$ cat src/rtl/coherence_pkg.sv
// coherence_pkg: shared bus-operation, MSI line-state and agent-state encodings.
package coherence_pkg;
  typedef enum logic [1:0] {BUS_RD = 2'b00, BUS_UPGR = 2'b01, BUS_RDX = 2'b10, BUS_NON = 2'b11} bus_op_t;
  typedef enum logic [1:0] {MSI_I = 2'b00, MSI_S = 2'b01, MSI_M = 2'b10} msi_state_t;
  typedef enum logic [1:0] {IDLE, REQ, RESP} agent_state_t;
endpackage

$ cat src/rtl/snoop_responder.sv
// snoop_responder: combinational hit/data/flush answer to peer snoops plus registered line-update pulses.
module snoop_responder
  import coherence_pkg::*;
(
  input  logic        clk,
  input  logic        reset,
  input  logic [1:0]  snoop_operation_in,
  input  logic [31:0] snoop_address_in,
  input  logic [1:0]  snoop_line_state,
  input  logic [31:0] snoop_line_data,
  output logic [31:0] bus_data_out,
  output logic        cache_hit_out,
  output logic        flush_out,
  output logic        snoop_inval,
  output logic        snoop_downgrade,
  output logic [31:0] snoop_upd_addr
);
  logic holds, supply, kill, demote;
  assign holds = snoop_line_state == MSI_S || snoop_line_state == MSI_M;
  assign supply = holds && (snoop_operation_in == BUS_RD || snoop_operation_in == BUS_RDX);
  assign cache_hit_out = supply;
  assign bus_data_out = supply ? snoop_line_data : '0;
  assign flush_out = supply && snoop_line_state == MSI_M;
  assign kill = (holds && snoop_operation_in == BUS_RDX) ||
                (snoop_operation_in == BUS_UPGR && snoop_line_state == MSI_S);
  assign demote = snoop_operation_in == BUS_RD && snoop_line_state == MSI_M;
  always_ff @(posedge clk or posedge reset)
    if (reset) begin
      snoop_inval <= 1'b0;
      snoop_downgrade <= 1'b0;
      snoop_upd_addr <= '0;
    end else begin
      snoop_inval <= kill;
      snoop_downgrade <= demote;
      if (kill || demote) snoop_upd_addr <= snoop_address_in;
    end
endmodule

$ cat src/rtl/cache_bus_agent.sv
// cache_bus_agent: per-core initiator FSM turning cache misses/upgrades into arbitrated bus
// transactions, with a snoop responder for the peer core.
module cache_bus_agent
  import coherence_pkg::*;
#(
  parameter int WAIT_CNT_W = 16
) (
  input  logic                  clk,
  input  logic                  reset,
  input  logic                  cpu_req_valid,
  input  logic [1:0]            cpu_req_op,
  input  logic [31:0]           cpu_req_addr,
  output logic                  cpu_req_ready,
  output logic                  cpu_resp_valid,
  output logic [31:0]           cpu_resp_data,
  output logic                  cpu_resp_shared,
  output logic                  req_core,
  input  logic                  grant_core,
  output logic [1:0]            bus_operation_out,
  output logic [31:0]           bus_address_out,
  input  logic [31:0]           bus_data_in,
  input  logic                  cache_hit_in,
  input  logic [1:0]            snoop_operation_in,
  input  logic [31:0]           snoop_address_in,
  output logic [31:0]           snoop_lookup_addr,
  input  logic [1:0]            snoop_line_state,
  input  logic [31:0]           snoop_line_data,
  output logic [31:0]           bus_data_out,
  output logic                  cache_hit_out,
  output logic                  flush_out,
  output logic                  snoop_inval,
  output logic                  snoop_downgrade,
  output logic [31:0]           snoop_upd_addr,
  output logic [WAIT_CNT_W-1:0] bus_wait_cycles
);
  agent_state_t state;
  logic promote, upgr;
  assign cpu_req_ready = state == IDLE;
  assign snoop_lookup_addr = snoop_address_in;
  assign upgr = bus_operation_out == BUS_UPGR;
  // A peer invalidating our line while our upgrade waits means we no longer hold a copy.
  assign promote = upgr && snoop_address_in == bus_address_out &&
                   (snoop_operation_in == BUS_RDX || snoop_operation_in == BUS_UPGR);
  always_ff @(posedge clk or posedge reset)
    if (reset) begin
      state <= IDLE;
      req_core <= 1'b0;
      bus_operation_out <= BUS_NON;
      bus_address_out <= '0;
      cpu_resp_valid <= 1'b0;
      cpu_resp_data <= '0;
      cpu_resp_shared <= 1'b0;
      bus_wait_cycles <= '0;
    end else
      case (state)
        IDLE:
          if (cpu_req_valid && cpu_req_op != BUS_NON) begin
            state <= REQ;
            req_core <= 1'b1;
            bus_operation_out <= cpu_req_op;
            bus_address_out <= cpu_req_addr;
          end
        REQ:
          if (grant_core) begin
            state <= RESP;
            req_core <= 1'b0;
            bus_operation_out <= BUS_NON;
            cpu_resp_valid <= 1'b1;
            cpu_resp_data <= (upgr || !cache_hit_in) ? '0 : bus_data_in;
            cpu_resp_shared <= !upgr && cache_hit_in;
          end else begin
            bus_wait_cycles <= &bus_wait_cycles ? bus_wait_cycles : bus_wait_cycles + 1'b1;
            if (promote) bus_operation_out <= BUS_RDX;
          end
        default: begin
          state <= IDLE;
          cpu_resp_valid <= 1'b0;
        end
      endcase
  snoop_responder u_snoop (
    .clk               (clk),
    .reset             (reset),
    .snoop_operation_in(snoop_operation_in),
    .snoop_address_in  (snoop_address_in),
    .snoop_line_state  (snoop_line_state),
    .snoop_line_data   (snoop_line_data),
    .bus_data_out      (bus_data_out),
    .cache_hit_out     (cache_hit_out),
    .flush_out         (flush_out),
    .snoop_inval       (snoop_inval),
    .snoop_downgrade   (snoop_downgrade),
    .snoop_upd_addr    (snoop_upd_addr)
  );
endmodule

$ cat config.mk
export PLATFORM = sky130hd
export DESIGN_NAME = cache_bus_agent
export DESIGN_NICKNAME = d
export VERILOG_FILES = /design/src/rtl/coherence_pkg.sv /design/src/rtl/snoop_responder.sv /design/src/rtl/cache_bus_agent.sv
export SDC_FILE = /design/constraint.sdc
export NUM_CORES = 1
export LEC_CHECK = 0
export BUFFER_PORTS_ARGS = -buffer_cell sky130_fd_sc_hd__buf_4
export CAP_MARGIN = 0
export CORE_AREA = 2 2 127 129
export DETAILED_ROUTE_END_ITERATION = 6
export DIE_AREA = 0 0 129 131
export PLACE_DENSITY = 0.68
export RECOVER_POWER = 50
export SETUP_SLACK_MARGIN = 0.02
export SLEW_MARGIN = 0
export SYNTH_ARGS = -nofsm -noshare
export SYNTH_HDL_FRONTEND = slang
export SYNTH_SLANG_ARGS = --single-unit
$ cat constraint.sdc
create_clock -name clk -period 4.2 [get_ports clk]
set_input_delay 0.21 -clock clk [delete_from_list [all_inputs] [get_ports clk]]
set_output_delay 0.21 -clock clk [all_outputs]
set_load 0.005 [all_outputs]
==> results_dict.tcl <==
set metrics [dict create \
    critPathCaptureType "register" \
    slew_violations 0 \
    setup_viol 0 \
    syn_area_um2 5630 \
    tns_ps 0 \
    rows 46 \
    min_path_type "in -> reg" \
    insertion_delay_ps 420 \
    synthFlopType "dfrtp_1" \
    gp_congestion 0.825 \
    path_clk_slew_ps 50 \
    fp.dieW_um 129 \
    synth.distinct_cells 42 \
    rsz0062_at_grt "no" \
    first_iter_violations 213 \
    ys_seq_area_frac 0.538 \
    vias 5112 \
    fin_skew_ps 12.9 \
    cts_buffers 17 \
    drcViolationCount 0 \
    io_buffers 324 \
    initial_core_util 0.361 \
    path_max_fanout 34 \
    fmax_ghz 0.486 \
    worst_pin_slew_ps 1090 \
    viasPerCell 4.77 \
    synth-seq-cells 121 \
    grt_pass1_vias 4986 \
    syn_inst 512 \
    finalCriticalPeriod_ps 2060 \
    wire_per_inst_um 17.3 \
    slew_headroom 0.277 \
    hold_violations 0 \
    synth_edf_count 0 \
    finalCritPeriodShare 0.490 \
    p_per_area_nw_per_um2 515 \
    cts_resized 0 \
    synth.largest_area_cell "dfrtp_1" \
    htreeDepth 4 \
    area_delta_synth_final_pct 57.3 \
    core-area_um2 15600 \
    fp.dieH_um 131 \
    root_buffer "clkbuf_16" \
    cts_hold_repair.buffers 36 \
    io-pin-count 325 \
    clock-sinks 121 \
    worstSetupPathType "reg -> reg" \
    crit_required_ps 4550 \
    synthTopCellsByArea "dfrtp_1, nand2_1, mux2_2" \
    p_leak_nw 4.39 \
    cts_tree "built" \
    clk_path_buf_depth 2 \
    worst_ep_arrival_time_ps 2400 \
    ant_nets 0 \
    postCtsSetupBuffers 0 \
    power.total_mw 4.57 \
    synth_warnings 0 \
    cap_violations 0 \
    overflow 0 \
    synth_top_area_share 0.529 \
    startpoint_type "register" \
    mostFrequentLayoutCells "buf_4, dfrtp_1, nand2_1, clkbuf_4, clkbuf_1" \
    die-area_um2 16900 \
    status "finished clean" \
    grt_use_total 0.213 \
    grt_max_degree 89 \
    drive_above_1_share 0.422 \
    synth.avg_cell_area_um2 11.0 \
    hpwl_mm 13.8 \
    layoutNonFillerInstCount 1072 \
    grt_pass1_wl_mm 27.1 \
    firstDrtPassIters 4 \
    synth-async-reset-ratio 1.00 \
    wl_mm 18.5 \
    diodes 0 \
    dp_cells 1004 \
    antenna_found_initial 0 \
    synth_nets 657 \
    final_nets 989 \
    vdd_ir_drop_max_mv 0.291 \
    final_common_cell "buf_4" \
]
## Yosys cell counts (all sizes together), types with 2 or more instances
library cell and instances:
dfrtp 119, nand2 106, buf 43, xnor2 40, and2 35, mux2 33
a22o 32, nand4 19, nand3 11, inv 10, clkbuf 9, nor2 8
xor2 7, ha 6, nor3 6, nor4 5, and4 4, and3 3
o21ai 3, dfstp 2
## registers in the layout (all words and copies together) (netlist names), 2 cells and up
| name | cells |
|---|---|
| u_snoop.snoop_upd_addr | 32 |
| bus_operation_out | 2 |
| bus_wait_cycles | 16 |
| state | 2 |
| bus_address_out | 32 |
| cpu_resp_data | 32 |
## per-stage QoR
step / utilization / instance area (um2) / setup WS (ps) / hold WS, ps
2_1_floorplan: - / 5630 / 779 / 315
3_3_place_gp: 0.515 / 8040 / 1860 / 402
3_5_place_dp: 0.515 / 8040 / 1740 / 406
4_1_cts: 0.577 / 8990 / 1720 / 0.573
5_1_grt: 0.568 / 8860 / 1940 / 6.41
6_report: 0.568 / 8860 / 2140 / 16.8
## final timing paths
check	slack, ps	cells past startpoint	start	end
max	2140	5	state[1]	bus_operation_out[0]
max reg2reg	2140	5	state[1]	bus_operation_out[0]
max in group asynchronous	3010	3	reset	bus_address_out[29]
min reg2reg	470	1	cpu_resp_shared	cpu_resp_shared
min in group asynchronous	110	2	reset	bus_wait_cycles[7]
min	20	3	cpu_req_addr[29]	bus_address_out[29]
## cells by family (layout without fill, tap and decap cells)
logic type,Yosys count,in the layout,share of synthesized area
and+or+nand+nor,201,201,0.182
DFF,121,121,0.538
muxes,34,34,0.0677
adders and majority gates,6,6,0.0133
buffers and inverters,62,406,0.0649
AOI/OAI and AO/OA,41,41,0.0606
xor gates and xnor gates,47,47,0.0731
## worst max-delay path, cell delays in order (launching register included)
cell	delay, ps
dfrtp_1	400
nor2_1	210
nand2_1	400
inv_2	650
o41a_1	220
and2_1	120
## routing by layer
metal  global-route usage  share of wire  vias to the layer above
met2                0.383           0.53                      241
met1                0.246           0.38                     2467
met5                    0              0                        -
met3               0.0501          0.065                       34
li1                     -              -                     2370
met4               0.0838          0.021                        0
## layout make-up
class | count | area, um2
clock inverter | 12 | 151
clock buffer | 19 | 443
timing repair buffer | 365 | 2690
sequential | 121 | 3030
fill | 1415 | 6740
multi-input combinational | 329 | 2240
tap | 216 | 270
inverter | 10 | 40.0
## report_power, final
| part | internal [mW] | switching [mW] | leakage [nW] |
|---|---|---|---|
| Combinational | 0.746 | 0.599 | 2.60 |
| Sequential | 1.49 | 0.257 | 1.52 |
| Clock | 0.941 | 0.529 | 0.277 |
| Total | 3.18 | 1.38 | 4.39 |
Power figures use the tool's default switching activity.
